===== src/rtl/sum_stationary_pkg.sv =====
// Shared definitions for the sum-stationary datapath.
//   - Default widths for the operand path between memory and the processor.
//   - reader_state_t: control states of the input memory reader.
package sum_stationary_pkg;

  localparam int DEFAULT_INPUT_DATA_WIDTH             = 8;
  localparam int DEFAULT_N                            = 4;
  localparam int DEFAULT_MEMORY_ADDRESS_BITS          = 64;
  localparam int DEFAULT_PARALLEL_DATA_STREAMING_SIZE = 4;
  localparam int DEFAULT_MAX_MATRIX_LENGTH            = 16;

  typedef enum logic [1:0] {
    IDLE   = 2'd0,
    ACTIVE = 2'd1,
    DONE   = 2'd2
  } reader_state_t;

endpackage


===== src/rtl/vector_fifo.sv =====
// Small circular FIFO holding whole N-wide vectors.
// Ports:
//   clk, reset       clock, asynchronous active-low reset
//   push, push_data  write one vector (ignored when full unless popping too)
//   pop              remove the head vector (ignored when empty)
//   head             current head vector (undefined contents while empty)
//   full, empty      occupancy flags
// A push and a pop in the same cycle are both honoured, even when full.
module vector_fifo #(
  parameter int DEPTH = 2,
  parameter int WIDTH = 32
) (
  input  logic             clk,
  input  logic             reset,
  input  logic             push,
  input  logic [WIDTH-1:0] push_data,
  input  logic             pop,
  output logic [WIDTH-1:0] head,
  output logic             full,
  output logic             empty
);

  localparam int PTR_BITS = (DEPTH > 1) ? $clog2(DEPTH) : 1;
  localparam int CNT_BITS = $clog2(DEPTH + 1);

  logic [WIDTH-1:0]    mem [DEPTH];
  logic [PTR_BITS-1:0] wr_ptr;
  logic [PTR_BITS-1:0] rd_ptr;
  logic [CNT_BITS-1:0] count;
  logic                do_push;
  logic                do_pop;

  function automatic logic [PTR_BITS-1:0] next_ptr(input logic [PTR_BITS-1:0] p);
    return (p == PTR_BITS'(DEPTH - 1)) ? '0 : p + 1'b1;
  endfunction

  assign full    = (count == CNT_BITS'(DEPTH));
  assign empty   = (count == '0);
  assign do_pop  = pop && !empty;
  // When full, the slot being written is the one the pop frees this cycle.
  assign do_push = push && (!full || do_pop);

  // NOTE: sequential state uses non-blocking assignments so every flop samples
  // pre-edge values regardless of block evaluation order.
  always_ff @(posedge clk or negedge reset) begin
    if (!reset) begin
      wr_ptr <= '0;
      rd_ptr <= '0;
      count  <= '0;
    end else begin
      if (do_push) wr_ptr <= next_ptr(wr_ptr);
      if (do_pop)  rd_ptr <= next_ptr(rd_ptr);
      if (do_push && !do_pop)      count <= count + 1'b1;
      else if (!do_push && do_pop) count <= count - 1'b1;
    end
  end

  // NOTE: storage is deliberately not reset; empty/count gate its use, and
  // leaving it reset-free lets it map onto plain registers or RAM.
  always_ff @(posedge clk) begin
    if (do_push) mem[wr_ptr] <= push_data;
  end

  assign head = mem[rd_ptr];

endmodule


===== src/rtl/input_memory_reader.sv =====
// Input memory reader: fetches K vectors of N elements starting at a base
// element address, P elements per memory beat, and streams them to the
// processor through a 2-vector buffer.
// Ports:
//   clk, reset                               clock, asynchronous active-low reset
//   instruction_valid/ready, address_input,
//   length_input                             controller instruction (base, K)
//   completed_valid/ready                    completion handshake
//   read_valid/ready, read_address           memory request (one outstanding)
//   read_data_valid, read_data               memory response beat (index 0 = lowest address)
//   data_valid/ready, data_streaming         vector to the processor
module input_memory_reader
  import sum_stationary_pkg::*;
#(
  parameter int INPUT_DATA_WIDTH             = DEFAULT_INPUT_DATA_WIDTH,
  parameter int N                            = DEFAULT_N,
  parameter int MEMORY_ADDRESS_BITS          = DEFAULT_MEMORY_ADDRESS_BITS,
  parameter int PARALLEL_DATA_STREAMING_SIZE = DEFAULT_PARALLEL_DATA_STREAMING_SIZE,
  parameter int MAX_MATRIX_LENGTH            = DEFAULT_MAX_MATRIX_LENGTH,
  parameter int COUNTER_BITS                 = $clog2(N - 1 + 1),
  parameter int MEMORY_INPUT_COUNTER_BITS    = $clog2(MAX_MATRIX_LENGTH * N + 1)
) (
  input  logic                                                        clk,
  input  logic                                                        reset,
  input  logic                                                        instruction_valid,
  output logic                                                        instruction_ready,
  input  logic [MEMORY_ADDRESS_BITS-1:0]                              address_input,
  input  logic [$clog2(MAX_MATRIX_LENGTH+1)-1:0]                      length_input,
  output logic                                                        completed_valid,
  input  logic                                                        completed_ready,
  output logic                                                        read_valid,
  input  logic                                                        read_ready,
  output logic [MEMORY_ADDRESS_BITS-1:0]                              read_address,
  input  logic                                                        read_data_valid,
  input  logic [PARALLEL_DATA_STREAMING_SIZE-1:0][INPUT_DATA_WIDTH-1:0] read_data,
  output logic                                                        data_valid,
  input  logic                                                        data_ready,
  output logic [N-1:0][INPUT_DATA_WIDTH-1:0]                          data_streaming
);

  localparam int P        = PARALLEL_DATA_STREAMING_SIZE;
  localparam int LEN_BITS = $clog2(MAX_MATRIX_LENGTH + 1);
  localparam int MIC_BITS = MEMORY_INPUT_COUNTER_BITS;

  reader_state_t                      state_q, state_d;
  logic                               started_q;
  logic [MEMORY_ADDRESS_BITS-1:0]     base_q;
  logic [LEN_BITS-1:0]                len_q;
  logic [MIC_BITS-1:0]                req_cnt_q;
  logic [LEN_BITS-1:0]                vec_cnt_q;
  logic                               in_flight_q;
  logic [COUNTER_BITS-1:0]            fill_idx_q;
  logic [N-1:0][INPUT_DATA_WIDTH-1:0] assembly_q, assembly_d;

  logic [MIC_BITS-1:0]                total_elems;
  logic                               accept_instr, read_fire, beat, vec_done;
  logic                               pop, last_pop, fifo_full, fifo_empty;
  logic [N*INPUT_DATA_WIDTH-1:0]      fifo_head;

  assign accept_instr = instruction_valid && instruction_ready;
  assign total_elems  = MIC_BITS'(len_q) * MIC_BITS'(N);
  assign read_fire    = read_valid && read_ready;
  // Beats with no request in flight (e.g. one issued before a reset) are dropped.
  assign beat         = read_data_valid && in_flight_q;
  assign vec_done     = beat && (fill_idx_q == COUNTER_BITS'(N - P));
  assign pop          = data_valid && data_ready;
  assign last_pop     = pop && (vec_cnt_q == len_q - LEN_BITS'(1));

  // Requests wait for FIFO room: since only responses push, a request issued
  // while the FIFO has room is guaranteed room when its beat completes a vector.
  assign read_valid   = (state_q == ACTIVE) && !in_flight_q &&
                        (req_cnt_q < total_elems) && !fifo_full;
  assign read_address = base_q + MEMORY_ADDRESS_BITS'(req_cnt_q);

  always_ff @(posedge clk or negedge reset) begin
    if (!reset) state_q <= IDLE;
    else        state_q <= state_d;
  end

  // NOTE: every output of this block gets a default first so no path leaves
  // a value unassigned, which would infer a latch.
  always_comb begin
    state_d           = state_q;
    instruction_ready = 1'b0;
    completed_valid   = 1'b0;
    unique case (state_q)
      IDLE: begin
        // started_q keeps ready low until the first clock after reset.
        instruction_ready = started_q;
        if (accept_instr) state_d = (length_input == '0) ? DONE : ACTIVE;
      end
      ACTIVE: if (last_pop) state_d = DONE;
      DONE: begin
        completed_valid = 1'b1;
        if (completed_ready) state_d = IDLE;
      end
      default: state_d = IDLE;
    endcase
  end

  // Merge the arriving beat into the vector under assembly; the merged value
  // is what gets pushed when the beat completes the vector.
  always_comb begin
    assembly_d = assembly_q;
    for (int j = 0; j < P; j++) begin
      assembly_d[COUNTER_BITS'(int'(fill_idx_q) + j)] = read_data[j];
    end
  end

  always_ff @(posedge clk or negedge reset) begin
    if (!reset) begin
      started_q   <= 1'b0;
      base_q      <= '0;
      len_q       <= '0;
      req_cnt_q   <= '0;
      vec_cnt_q   <= '0;
      in_flight_q <= 1'b0;
      fill_idx_q  <= '0;
    end else begin
      started_q <= 1'b1;
      if (accept_instr) begin
        base_q      <= address_input;
        len_q       <= length_input;
        req_cnt_q   <= '0;
        vec_cnt_q   <= '0;
        in_flight_q <= 1'b0;
        fill_idx_q  <= '0;
      end else begin
        if (read_fire) begin
          req_cnt_q   <= req_cnt_q + MIC_BITS'(P);
          in_flight_q <= 1'b1;
        end else if (beat) begin
          in_flight_q <= 1'b0;
        end
        if (beat) fill_idx_q <= vec_done ? '0 : fill_idx_q + COUNTER_BITS'(P);
        if (pop)  vec_cnt_q  <= vec_cnt_q + 1'b1;
      end
    end
  end

  always_ff @(posedge clk) begin
    if (beat) assembly_q <= assembly_d;
  end

  vector_fifo #(
    .DEPTH (2),
    .WIDTH (N * INPUT_DATA_WIDTH)
  ) u_fifo (
    .clk       (clk),
    .reset     (reset),
    .push      (vec_done),
    .push_data (assembly_d),
    .pop       (pop),
    .head      (fifo_head),
    .full      (fifo_full),
    .empty     (fifo_empty)
  );

  assign data_valid     = !fifo_empty;
  // Masked so the stream reads zero while the buffer is empty or in reset.
  assign data_streaming = fifo_empty ? '0 : fifo_head;

  assert property (@(posedge clk) disable iff (!reset)
    accept_instr |-> (length_input <= LEN_BITS'(MAX_MATRIX_LENGTH)));

endmodule


===== config.mk =====
export PLATFORM = sky130hd
export DESIGN_NAME = input_memory_reader
export DESIGN_NICKNAME = d
export VERILOG_FILES = /design/src/rtl/sum_stationary_pkg.sv /design/src/rtl/vector_fifo.sv /design/src/rtl/input_memory_reader.sv
export SDC_FILE = /design/constraint.sdc
export NUM_CORES = 1
export LEC_CHECK = 0
export BUFFER_PORTS_ARGS = -buffer_cell sky130_fd_sc_hd__buf_4
export CAP_MARGIN = 20
export CORE_ASPECT_RATIO = 2
export CORE_MARGIN = 2
export CORE_UTILIZATION = 51
export CTS_CLUSTER_DIAMETER = 40
export DETAILED_ROUTE_END_ITERATION = 7
export GPL_ROUTABILITY_DRIVEN = 1
export MAX_ROUTING_LAYER = met4
export PLACE_DENSITY = 0.87
export SYNTH_ARGS = -nofsm -noshare
export SYNTH_HDL_FRONTEND = slang
export SYNTH_SLANG_ARGS = --single-unit

===== constraint.sdc =====
create_clock -name clk -period 2.25 [get_ports clk]
set_input_delay 0.1125 -clock clk [delete_from_list [all_inputs] [get_ports clk]]
set_output_delay 0.1125 -clock clk [all_outputs]
set_load 0.005 [all_outputs]

After elaboration in Yosys (flattened, before gate mapping). Memory sizes are Yosys's and may differ from the RTL's. Index checks and enable logic that the tools add are counted.

Word-level logic and storage cells: 114. Memories kept: 1. RAM bits: 64. Flip-flop bits (word level): 123. Output and inout port bits: 100. Input port bits: 108.

Memory list: u_fifo.mem (depth 2, width 32, rd ports 1, clocked after memory_dff 0, write ports 1, line vector_fifo.sv:26) `logic [WIDTH-1:0] mem [DEPTH];`.

Add/subtract/negate cells: 11. Reductions and logical operators: 35. Order comparisons: 9. Multiplexer cells: 36. Equal/unequal tests: 7.

Operator list (number): $bwmux W32 (4); $add A64 B7 Y64 (1); $demux W8 S2 (4); $mux W32 (1); $mux W8 (4); $mux W2 (9); $logic_and A1 B1 Y1 (17); $lt A2 B4 Y1 const B (4); $mux W7 (2); $mux W5 (2); $reduce_bool A2 Y1 (5); $mux W1 (9); $ge A2 B1 Y1 const B (4); $add A7 B3 Y7 const B (1); $lt A7 B7 Y1 (1); $logic_not A2 Y1 (3); $ne A2 B2 Y1 const B (3); $pmux W2 S3 (1); $add A5 B1 Y5 const B (1); $eq A5 B5 Y1 (1); $logic_not A1 Y1 (5); $logic_not A5 Y1 (1); $sub A5 B1 Y5 const B (1); $add A2 B1 Y2 const B (2); other kinds (9) (12).

Longest topological paths before layout.
Depth after elaboration: 10. Depth in mapped cells: 8. Depth with buffers taken out: 7.

By module. From an unflattened synthesis, not the netlist that was laid out.

Cell total of the unflattened synthesis: 746. Area total of the unflattened synthesis: 7772.5 um^2.

Modules (own cells, without submodules): input_memory_reader (instances 1, cells an instance 626, area each 5108.6 um^2, sequential area each 2077.0 um^2); vector_fifo (instances 1, cells an instance 120, area each 2663.8 um^2, sequential area each 2021.9 um^2).

Least setup slack after synthesis. OpenSTA, ideal clock, no wires.

Path type: register -> output. Start point: register req_cnt_q[4]. End point: output read_address[52]. Cell stages (with the launch flop): 8. Data arrival time: 1890 ps. Setup slack: 248 ps. Data required time: 2138 ps. Buffers on the path: 1. Path through: dfrtp_1 -> ha_1 -> o21ai_0 -> o21ai_2 -> nand4_4 -> buf_6 -> nor4_4 -> xor2_1.

Word-level cells in the longest chain between the ends: 1.

RTL lines: from (decl) (line input_memory_reader.sv:49) `logic [MIC_BITS-1:0] req_cnt_q;`; from (signal assigned) (line input_memory_reader.sv:130) `req_cnt_q <= req_cnt_q + MIC_BITS'(P);`; $add A64 B7 Y64 (line input_memory_reader.sv:73) `assign read_address = base_q + MEMORY_ADDRESS_BITS'(req_cnt_q);`; to (decl) (line input_memory_reader.sv:33) `output logic [MEMORY_ADDRESS_BITS-1:0] read_address,`.

No other way between the ends.

Final worst setup path.
Start point: register base_q[48]. End point: output read_address[60].

Word-level cells in the longest chain between the ends: 1.

RTL lines: from (decl) (line input_memory_reader.sv:47) `logic [MEMORY_ADDRESS_BITS-1:0] base_q;`; from (signal assigned) (line input_memory_reader.sv:122) `base_q <= address_input;`; $add A64 B7 Y64 (line input_memory_reader.sv:73).

No other way between the ends.

==> reports/qor.yml <==
outcome: "finished with violations"
violations: "negative setup slack"
hold_viol_final: 0
numCtsBuffers: 17
die_x_um: 83.1
cap_violations: 0
ys_types: 49
grt_setup_unrepaired: "yes"
place.gp.congestion: 0.909
antenna_found_initial: 1
clk_pin_slew_worst_paths_ns: 0.06
crit_path_max_fanout: 8
fin_nets: 1097
rows: 57
worstPathArrival_ns: 2.68
pwr-share-clk: 0.228
fin_skew_ns: 0.00946
area_growth_pct: 55.6
synth_ff_type: "dfrtp_1"
switching_share: 0.382
worstHoldPathType: "input port to flop"
wl_per_cell_um: 20.8
via_count: 6702
fin_crit_ns: 2.79
peakVddDrop_v: 0.000933
synth_edf_count: 32
remaining_drc_errors: 0
grt_util_all_layers: 0.332
cp.required_ns: 2.14
first_global_vias: 6822
power.density_nw_per_um2: 1230
finalSetupViolCount: 55
cts_tree: "yes"
final_common_cell: "buf_4"
power_leakage_nw: 4.86
drt-initial-drc-count: 745
die_h_um: 162
setup_tns_ns: -15.14
grt_max_degree: 50
vias_per_cell: 5.89
port_buffers: 175
critPathKind: "flop to output pin"
drt-pass1-iter-count: 8
syn_area_per_cell_sq_um: 9.33
mostFrequentLayoutCells: "209 x buf_4, 201 x nand2_1, 86 x dlygate4sd3_1, 85 x dfrtp_1, 37 x nor2_1"
end_kind: "output pin"
clock_sinks: 119
pre_cts_slack_ns: -0.0655
layout-drive-gt1-share: 0.317
grt_first_pass_wirelength_um: 33900
worstSkewPairLatency_ns: 0.41
worst_slew_pin_slew_ns: 0.785
synthArstFlopShare: 0.731
ys_seq_area_frac: 0.491
routed_wl_um: 23700
finalWorstSetupSlack_ns: -0.538
core_region_area_sq_um: 12200
cts_buffer_depth: 2
power_w: 0.0122
overflow: 0
io_pins: 208
root_buffer: "clkbuf_16"
intPower_w: 0.00755
synthCells: 685
dp_hpwl_um: 12000
syn_area_sq_um: 6390
slew_viol_final: 0
fmax_mhz: 359
ant_nets: 0
cp-start-kind: "flop"
yosys_warnings: 0
fin_util: 0.815
p_seq_frac: 0.331
ys_seq_elements: 119
cts.htree.levels: 4
p_switching_w: 0.00468
fillers: 592
initial_core_util: 0.524
relSlewSlack: 0.471
fin_crit_sh: 1.24
combPwrFrac: 0.441
dieArea_sq_um: 13500
synth_stat cells, drive strengths merged (3+ instances only):
| library cell | n | share of area |
|---|---|---|
| and4 | 6 | 0.0088 |
| nor4 | 13 | 0.017 |
| a21oi | 6 | 0.0047 |
| nor3 | 14 | 0.017 |
| edfxtp | 32 | 0.15 |
| inv | 17 | 0.010 |
| nand3 | 28 | 0.022 |
| and2 | 3 | 0.0029 |
| dfrtp | 87 | 0.34 |
| nor2b | 6 | 0.0059 |
| mux2i | 17 | 0.027 |
| nand2b | 5 | 0.0049 |
| nand4 | 25 | 0.029 |
| xnor2 | 42 | 0.058 |
| clkbuf | 20 | 0.013 |
| ha | 13 | 0.025 |
| o21ai | 21 | 0.017 |
| nand2 | 205 | 0.12 |
| buf | 27 | 0.030 |
| nor2 | 40 | 0.024 |
| xor2 | 31 | 0.042 |
| and3 | 8 | 0.0078 |
worst paths after layout:
| check | cells past startpoint | start | to | slack (ns) |
|---|---|---|---|---|
| max in group asynchronous | 3 | reset | base_q[11] | 1.35 |
| min reg2reg | 2 | base_q[2] | base_q[2] | 0.49 |
| min in group asynchronous | 2 | reset | base_q[34] | 0.22 |
| min | 3 | read_data_valid | in_flight_q | 0.009 |
| max | 6 | base_q[48] | read_address[60] | -0.54 |
| max reg2reg | 5 | state_q[0] | base_q[56] | 0 |
stage by stage:
step                      hold WS (ns)  area (sq um)  instances
after floorplan                 -0.183          6440        700
after global placement           0.125          7880        996
after detailed placement         0.130          7880        996
after CTS                      0.00816          9760       1132
after global routing            0.0233          9940       1137
final                          0.00899          9940       1137
logic make-up after synthesis:
group / synth area share
DFF: 0.491
other: 0.00118
AOI/OAI and AO/OA: 0.0355
and+or+nand+nor: 0.267
buffers and inverters: 0.0529
xor gates and xnor gates: 0.100
muxes: 0.0266
adders and majority gates: 0.0255
sequential cells by signal (all words and copies together), names as in the netlist, 2 cells and up:
register and flops:
vec_cnt_q 5, state_q 2, len_q 5, base_q 64, u_fifo.count 2, u_fifo.mem 32, req_cnt_q 5
cell type report:
cell class / instances / area (sq um) / area share
clock inverter: 10 / 116 / 0.0117
timing repair buffer: 304 / 2570 / 0.259
sequential: 119 / 3140 / 0.316
tap: 147 / 184 / 0.0185
clock buffer: 22 / 497 / 0.0500
multi-input combinational: 517 / 3360 / 0.338
inverter: 17 / 63.8 / 0.00642
antenna: 1 / 2.50 / 0.000252
critical path: stages (launching register included):
cell,delay [ns]
dfrtp_1,0.44
nand4_1,0.40
nor2_1,0.33
nand2_2,0.27
nor4_1,0.40
xor2_1,0.25
buf_4,0.15
power groups by stage:
stage / sequential (W) / combinational, W / clock (W)
6_report: 0.00405 / 0.00539 / 0.00279
5_1_grt: 0.00412 / 0.00577 / 0.00290
4_1_cts: 0.00388 / 0.00486 / 0.00278
3_5_place_dp: 0.00392 / 0.00435 / 0
3_3_place_gp: 0.00386 / 0.00422 / 0
2_1_floorplan: 0.00371 / 0.00240 / 0
layer usage:
| metal | part of all wire | global-route usage | wire (um) |
|---|---|---|---|
| met1 | 0.31 | 0.311 | 7260 |
| met3 | 0.076 | 0.0625 | 1790 |
| met2 | 0.53 | 0.594 | 12600 |
| met5 | 0 | - | 0 |
| met4 | 0.085 | 0.238 | 2020 |
timing repair:
item	in CTS	in global routing
gates resized for setup	47	30
setup endpoints to repair	57	59
endpoints found under the hold margin	140	0
pin swaps	29	13
setup buffers	18	4
hold buffers	86	0
Power figures use the tool's default switching activity.
